### src/rtl/binomial_frame_loader.sv
// rtl/binomial_frame_loader.sv - packs N serial W-bit words into a double-buffered N*W frame
module binomial_frame_loader #(
    parameter int N  = 10,
    parameter int W  = 16,
    parameter int CW = 4
) (
    input  logic            clk,
    input  logic            rst,
    input  logic            in_valid,
    input  logic [W-1:0]    in_data,
    output logic            in_ready,
    input  logic            clear,
    output logic [N*W-1:0]  array_val,
    output logic            array_valid,
    input  logic            array_ack,
    output logic [CW-1:0]   fill_count
);

    localparam logic [CW-1:0] C_FULL = CW'(N);
    localparam logic [CW-1:0] C_LAST = CW'(N - 1);

    logic [N*W-1:0] r_fill_buf;
    logic [CW-1:0]  r_fill_count;
    logic [N*W-1:0] r_array_val;
    logic           r_array_valid;

    logic           w_full;
    logic           w_accept;
    logic           w_last;
    logic           w_out_free;
    logic           w_park_xfer;
    logic           w_direct_xfer;
    logic [N*W-1:0] w_next_buf;

    assign w_full        = (r_fill_count == C_FULL);
    assign in_ready      = ~w_full;
    // clear drops any word offered in the same cycle
    assign w_accept      = in_valid & ~w_full & ~clear;
    assign w_last        = w_accept & (r_fill_count == C_LAST);
    assign w_out_free    = ~r_array_valid | array_ack;
    assign w_park_xfer   = w_full & r_array_valid & array_ack;
    assign w_direct_xfer = w_last & w_out_free;

    // slot 0 is the most significant word of the frame
    always_comb begin
        w_next_buf = r_fill_buf;
        for (int i = 0; i < N; i++) begin
            if (r_fill_count == CW'(i)) begin
                w_next_buf[(N-1-i)*W +: W] = in_data;
            end
        end
    end

    always_ff @(posedge clk) begin
        if (rst) begin
            r_fill_buf    <= '0;
            r_fill_count  <= '0;
            r_array_val   <= '0;
            r_array_valid <= 1'b0;
        end else begin
            if (w_accept) begin
                r_fill_buf <= w_next_buf;
            end

            if (w_park_xfer || w_direct_xfer || (clear && !w_full)) begin
                r_fill_count <= '0;
            end else if (w_last) begin
                r_fill_count <= C_FULL;
            end else if (w_accept) begin
                r_fill_count <= r_fill_count + 1'b1;
            end

            if (w_park_xfer) begin
                r_array_val   <= r_fill_buf;
                r_array_valid <= 1'b1;
            end else if (w_direct_xfer) begin
                r_array_val   <= w_next_buf;
                r_array_valid <= 1'b1;
            end else if (r_array_valid && array_ack) begin
                r_array_valid <= 1'b0;
            end
        end
    end

    assign array_val   = r_array_val;
    assign array_valid = r_array_valid;
    assign fill_count  = r_fill_count;

endmodule
### config.mk
export PLATFORM = sky130hd
export DESIGN_NAME = binomial_frame_loader
export DESIGN_NICKNAME = d
export VERILOG_FILES = /design/src/rtl/binomial_frame_loader.sv
export SDC_FILE = /design/constraint.sdc
export NUM_CORES = 1
export LEC_CHECK = 0
export ABC_AREA = 0
export CAP_MARGIN = 10
export CORE_MARGIN = 10
export CORE_UTILIZATION = 51
export CTS_CLUSTER_SIZE = 30
export DETAILED_ROUTE_END_ITERATION = 10
export GPL_ROUTABILITY_DRIVEN = 1
export PLACE_DENSITY = 0.75
export REMOVE_ABC_BUFFERS = 1
export SYNTH_ARGS = -nofsm -noshare
export SYNTH_HDL_FRONTEND = slang
export SYNTH_SLANG_ARGS = --single-unit
### constraint.sdc
create_clock -name clk -period 3.3 [get_ports clk]
set_clock_uncertainty 0.1 [all_clocks]
set_input_delay 0.825 -clock clk [delete_from_list [all_inputs] [get_ports clk]]
set_output_delay 0.825 -clock clk [all_outputs]
set_load 0.005 [all_outputs]
==> results.py, run 1 <==
metrics = {
    "outcome": {
        "status": "complete, no violations",
    },
    "clock_network": {
        "htree_levels": 2,
        "clk-insertion-delay-late_ps": 500,
        "max-clock-path-buffers": 3,
        "cts_stage_hold_buffer_count": 0,
        "cts_sinks": 325,
        "cts_tree": "yes",
        "cts-buffers-inserted": 34,
        "cts_root_buf": "sky130_fd_sc_hd__clkbuf_16",
        "post_cts.repair.setup_buffers": 0,
        "clk_transition_reported_paths_ps": 60,
        "post_cts_resized": 0,
    },
    "route": {
        "drt_first_iter_violations": 1142,
        "post-route-drc-count": 0,
        "totalWireLength_um": 37500,
        "dr.pass1.iters": 5,
        "detail_route.wl_per_cell_um": 18.6,
        "via_per_inst": 5.66,
        "via_count": 11400,
        "detail-route-antenna-nets": 0,
    },
    "power": {
        "vdd.ir_drop.worst_mv": 0.353,
        "switching_share_pct": 22.0,
        "power_switching_mw": 1.79,
        "clockPowerShare_pct": 47.6,
        "power_leakage_nw": 5.64,
        "p_int_mw": 6.35,
        "seq_power_share_pct": 48.5,
        "cellPowerDensity_nw_per_um2": 496,
        "comb_power_share_pct": 4.0,
    },
    "cells_and_area": {
        "synthToLayoutAreaGrowth_pct": 22.7,
        "design.final.nets": 1682,
        "drive_above_1_share_pct": 7.45,
        "post-route-util_pct": 63.3,
        "finalNonFillerCells": 2013,
        "antenna_diode_count": 0,
    },
    "logic_synthesis": {
        "syn-mean-instance-area_sq_um": 8.63,
        "synth_sequential_area_ratio_pct": 48.7,
        "yosysWarningCount": 0,
        "netlist_instances": 1549,
        "synth_seq_cells": 325,
        "syn_area_sq_um": 13400,
        "yosys.cell_types.count": 40,
    },
    "setup_path": {
        "setup.reg_to_reg.worst_slack_ps": 780,
        "r2r_start": "fill_count[0]",
        "crit-reg2reg-capture": "r_fill_buf[22]",
        "required_ps": 2370,
        "rr_worst_depth": 7,
        "critical_path.max_fanout": 10,
        "worstSetupPathType": "reg2out",
        "endpoint_kind": "output port",
        "setup.worst_path.start_class": "flip-flop",
        "cp.arrival_ps": 2150,
        "critical_path.startpoint": "fill_count[0]",
    },
    "floorplanning": {
        "design.die.area_sq_um": 33100,
        "start_util_pct": 51.6,
        "die_h_um": 182,
        "floorplan.io_pins": 187,
        "chipWidth_um": 182,
        "area_of_the_core_region_sq_um": 25900,
        "placement_rows": 59,
    },
    "timing": {
        "post-route-worst-setup-slack_ps": 224,
        "finalSetupViolCount": 0,
        "timing_max_transition_violations_final": 0,
        "final.period_utilization_pct": 93.2,
        "hold_viol": 0,
        "period_minus_slack_ps": 3080,
        "clock.fmax_mhz": 325,
        "slew_headroom_pct": 45.8,
        "tightestPinTransition_ps": 812,
        "rsz_0062_raised_after_global_routing": "no",
    },
    "global_routing": {
        "grt_max_degree": 112,
        "gr_util_all_layers_pct": 21.7,
        "grt_antenna_before_repair": 0,
        "grt_pass1_vias": 11000,
        "gr-total-overflow": 0,
        "grt_pass1_wl_um": 59600,
    },
    "min_path": {
        "hold_end": "r_fill_buf[154]",
        "whs_path_depth": 2,
        "timing.hold.worst.start": "r_fill_buf[154]",
        "hold_class": "reg2reg",
    },
    "placed_design": {
        "dp_worst_setup_slack_ps": 398,
        "placed_cells": 1956,
        "finalWeightedCongestion": 0.799,
        "io_buffers": 186,
        "detailed_place_hpwl_um": 22800,
    },
    "flow_run": {
        "max-cap-violations": 0,
    },
}
[per-layer routing]
metal	global-route usage [%]	vias to the layer above	wire length (um)
li1	-	5528	-
met1	28.1	5442	16300
met2	35.5	374	17700
met3	4.61	59	2670
met4	6.38	0	851
met5	0	-	0
[worst max-delay path, stage by stage, from the launching register on]
cell                              delay (ps)
sky130_fd_sc_hd__dfxtp_1                 350
sky130_fd_sc_hd__inv_1                   130
sky130_fd_sc_hd__ha_1                    510
sky130_fd_sc_hd__nand3b_4                150
sky130_fd_sc_hd__clkdlybuf4s50_1         510
[cell type report]
class	count	area (sq um)
clock buffer	47	1020
clock inverter	10	105
fill	2180	9500
inverter	4	15.0
multi-input combinational	1054	6020
sequential	325	6510
tap	335	419
timing repair buffer	238	2320
[kinds of logic after synthesis]
logic type / count (synthesis) / synth area share [%]
multiplexers: 128 / 9.58
AO/OA/AOI/OAI: 264 / 14.1
adder cells (fa/ha/maj): 4 / 0.374
AND/OR/NAND/NOR: 655 / 20.4
flip-flops: 325 / 48.7
buffers and inverters: 170 / 6.66
XOR/XNOR: 3 / 0.197
[layout by cell type (no fill, tap or decap), types with 2 or more instances in the layout]
cell                              synthesis  final
sky130_fd_sc_hd__nand4_1                  2      2
sky130_fd_sc_hd__a21oi_1                 98     98
sky130_fd_sc_hd__a311oi_1                92     92
sky130_fd_sc_hd__buf_4                   22     47
sky130_fd_sc_hd__nand3_1                 71     71
sky130_fd_sc_hd__and3_1                   5      5
sky130_fd_sc_hd__buf_12                   0      5
sky130_fd_sc_hd__clkinv_2                 0      6
sky130_fd_sc_hd__bufinv_16                0      2
sky130_fd_sc_hd__nand4_4                  4      4
sky130_fd_sc_hd__nor2_1                 229    229
sky130_fd_sc_hd__a211oi_1                65     65
sky130_fd_sc_hd__nor3b_4                  0      3
sky130_fd_sc_hd__inv_1                    4      4
sky130_fd_sc_hd__a311oi_2                 4      4
sky130_fd_sc_hd__clkdlybuf4s50_1          0    185
sky130_fd_sc_hd__mux2i_1                128    128
sky130_fd_sc_hd__clkbuf_16                0     37
sky130_fd_sc_hd__nand2_1                327    327
sky130_fd_sc_hd__and3b_1                  2      2
sky130_fd_sc_hd__clkbuf_1                77      4
sky130_fd_sc_hd__clkbuf_8                 0      6
sky130_fd_sc_hd__ha_1                     4      4
sky130_fd_sc_hd__dfxtp_1                325    325
sky130_fd_sc_hd__xor2_1                   2      2
sky130_fd_sc_hd__clkinvlp_4               0      2
[power by group through the flow]
stage	Clock, mW	Combinational, mW	Sequential, mW
2_1_floorplan	0	0.0879	4.03
3_3_place_gp	0	0.313	4.03
3_5_place_dp	0	0.316	4.03
4_1_cts	3.92	0.318	3.94
5_1_grt	4.07	0.341	3.94
6_report	3.87	0.321	3.94
[cells in the mapped netlist, drive strengths merged]
cell type	instances	share of area, %
nor2	229	6.4
dfxtp	325	49
and3	5	0.23
o221a	1	0.084
a311oi	96	6.5
inv	4	0.11
and2b	1	0.075
nor3b	4	0.34
nand3b	2	0.21
nand2b	1	0.047
nand2	327	9.2
a211oi	65	3.6
clkbuf	81	2.3
nand4	6	0.73
and4	1	0.066
nor2b	2	0.094
and3b	2	0.13
o221ai	1	0.066
o32a	1	0.075
nand3	71	2.7
nor3	2	0.11
ha	4	0.37
or3	1	0.047
xor2	2	0.13
mux2i	128	9.6
o311ai	1	0.066
and2	1	0.047
buf	85	4.2
xnor2	1	0.066
a21oi	99	3.7
[stage by stage]
stage / TNS [ps] / instance area (sq um) / hold slack, ps / power, mW
global route: 0 / 16400 / 371 / 8.35
detailed placement: 0 / 15300 / 346 / 4.35
CTS: 0 / 16400 / 354 / 8.18
global placement: 0 / 15300 / 341 / 4.34
finish: 0 / 16400 / 353 / 8.13
floorplan: -781760 / 12500 / 330 / 4.12
[worst max-delay path by stage]
stage	endpoint	slack [ps]
floorplan	array_val[80]	-4520
global placement	r_fill_buf[153]	420
detailed placement	r_fill_buf[121]	400
CTS	in_ready	200
global route	in_ready	120
finish	in_ready	220
[sequential cells by signal (all words and copies together), names as in the netlist]
signal	cells
array_val	160
r_fill_buf	160
fill_count	4
array_valid	1
No activity file was read; power rests on OpenSTA's default activity.
==> run 2, diff against run 1 <==
--- a/config.mk
+++ b/config.mk
@@ -9,7 +9,7 @@
 export CAP_MARGIN = 10
 export CORE_MARGIN = 10
 export CORE_UTILIZATION = 51
-export CTS_CLUSTER_SIZE = 30
+export CTS_CLUSTER_SIZE = 8
 export DETAILED_ROUTE_END_ITERATION = 10
 export GPL_ROUTABILITY_DRIVEN = 1
 export PLACE_DENSITY = 0.75
==> results.py, run 2 (synthesis results as in run 1) <==
metrics = {
    "outcome": {
        "status": "complete, no violations",
    },
    "clock_network": {
        "clk-insertion-delay-late_ps": 540,
        "max-clock-path-buffers": 3,
        "htree_levels": 2,
        "cts-buffers-inserted": 46,
        "cts_tree": "yes",
        "cts_sinks": 325,
        "clk_transition_reported_paths_ps": 50,
        "cts_stage_hold_buffer_count": 0,
        "post_cts.repair.setup_buffers": 0,
        "cts_root_buf": "sky130_fd_sc_hd__clkbuf_16",
        "post_cts_resized": 0,
    },
    "global_routing": {
        "grt_pass1_wl_um": 60200,
        "gr-total-overflow": 0,
        "gr_util_all_layers_pct": 21.9,
        "grt_max_degree": 112,
        "grt_antenna_before_repair": 0,
        "grt_pass1_vias": 11300,
    },
    "route": {
        "detail_route.wl_per_cell_um": 18.9,
        "via_count": 11500,
        "dr.pass1.iters": 5,
        "highest_layer": "met4",
        "drt_first_iter_violations": 997,
        "totalWireLength_um": 38000,
        "dr_wl_met3_um": 3080,
        "via_per_inst": 5.74,
        "post-route-drc-count": 0,
        "detail-route-antenna-nets": 0,
        "routed-wl-met2_um": 18100,
        "m1WireLength_um": 15900,
    },
    "setup_path": {
        "critical_path.max_fanout": 10,
        "setup.worst_path.start_class": "flip-flop",
        "cp.arrival_ps": 2200,
        "r2r_start": "fill_count[0]",
        "endpoint_kind": "output port",
        "critical_path.startpoint": "fill_count[0]",
        "crit-reg2reg-capture": "r_fill_buf[152]",
        "setup.reg_to_reg.worst_slack_ps": 750,
        "rr_worst_depth": 7,
        "required_ps": 2370,
        "worstSetupPathType": "reg2out",
    },
    "timing": {
        "timing_max_transition_violations_final": 0,
        "clock.fmax_mhz": 320,
        "tightestPinTransition_ps": 813,
        "slew_headroom_pct": 45.7,
        "finalSetupViolCount": 0,
        "final.period_utilization_pct": 94.6,
        "rsz_0062_raised_after_global_routing": "no",
        "hold_viol": 0,
        "hold-worst-slack_ps": 351,
        "period_minus_slack_ps": 3120,
    },
    "placed_design": {
        "finalWeightedCongestion": 0.799,
        "detailed_place_hpwl_um": 22800,
        "io_buffers": 186,
        "placed_area_sq_um": 15300,
    },
    "power": {
        "cellPowerDensity_nw_per_um2": 507,
        "power_leakage_nw": 5.68,
        "vdd.ir_drop.worst_mv": 0.387,
    },
    "cells_and_area": {
        "layout_commonest_cell": "sky130_fd_sc_hd__nand2_1",
        "antenna_diode_count": 0,
        "drive_above_1_share_pct": 7.24,
        "design_area_sq_um": 16500,
        "post-route-util_pct": 63.6,
        "multi_input_comb_area_sq_um": 6020,
        "most-common-layout-cells": "sky130_fd_sc_hd__nand2_1, sky130_fd_sc_hd__dfxtp_1, sky130_fd_sc_hd__nor2_1, sky130_fd_sc_hd__clkdlybuf4s50_1, sky130_fd_sc_hd__mux2i_1",
        "area_of_all_sequential_standard_cells_sq_um": 6510,
        "synthToLayoutAreaGrowth_pct": 23.2,
        "design.final.nets": 1694,
        "layout.filler_cells": 2180,
    },
    "floorplanning": {
        "die_h_um": 182,
        "design.die.area_sq_um": 33100,
        "floorplan.io_pins": 187,
        "start_util_pct": 51.6,
        "area_of_the_core_region_sq_um": 25900,
        "placement_rows": 59,
        "chipWidth_um": 182,
    },
    "min_path": {
        "hold_end": "r_fill_buf[154]",
        "timing.hold.worst.start": "r_fill_buf[154]",
        "whs_path_depth": 2,
        "hold_class": "reg2reg",
    },
    "flow_run": {
        "max-cap-violations": 0,
    },
}
==> run 2: changes by cell type in the layout (fill, tap and decap cells not counted), sizes merged <==
cell	previous run	this run
clkinv	6	0
clkinvlp	2	0
inv	4	5
bufinv	2	0
clkbuf	47	49
==> run 2: worst max-delay path: stages, from the launching register on <==
cell and delay, ps:
sky130_fd_sc_hd__dfxtp_1 350, sky130_fd_sc_hd__inv_1 130, sky130_fd_sc_hd__ha_1 520, sky130_fd_sc_hd__nand3b_4 150, sky130_fd_sc_hd__clkdlybuf4s50_1 510
==> run 2: metal layers <==
layer	up-vias	global-route usage, %
li1	5524	-
met1	5505	27.3
met2	417	36.7
met3	61	4.97
met4	0	7.29
met5	-	0
==> run 2: layout make-up <==
class                   instances  area share (%)
flip-flops and latches        325            39.5
inverters                       4          0.0911
clock inverters                 1          0.0531
clock buffers                  49            7.24
repair buffers                238            14.1
well taps                     335            2.54
multi-input cells            1054            36.5
==> run 2: how the worst max path moves through the flow <==
stage	endpoint	depth (start not counted)
after floorplan	array_val[80]	4
after global placement	r_fill_buf[153]	6
after detailed placement	r_fill_buf[121]	6
after CTS	in_ready	4
after global routing	in_ready	4
final	in_ready	4
==> run 2: metrics by stage <==
stage	TNS, ps	cells	total power [mW]	setup slack (ps)
floorplan	-781760	1383	4.12	-4520
global placement	0	1956	4.34	415
detailed placement	0	1956	4.35	398
CTS	0	2006	8.41	168
global route	0	2006	8.57	95.7
finish	0	2006	8.35	177
==> run 2: power by group <==
part,switching (mW),internal [mW],total [mW]
Combinational,0.231,0.0916,0.323
Sequential,0.00751,3.95,3.95
Clock,1.57,2.51,4.08
Total,1.81,6.54,8.35
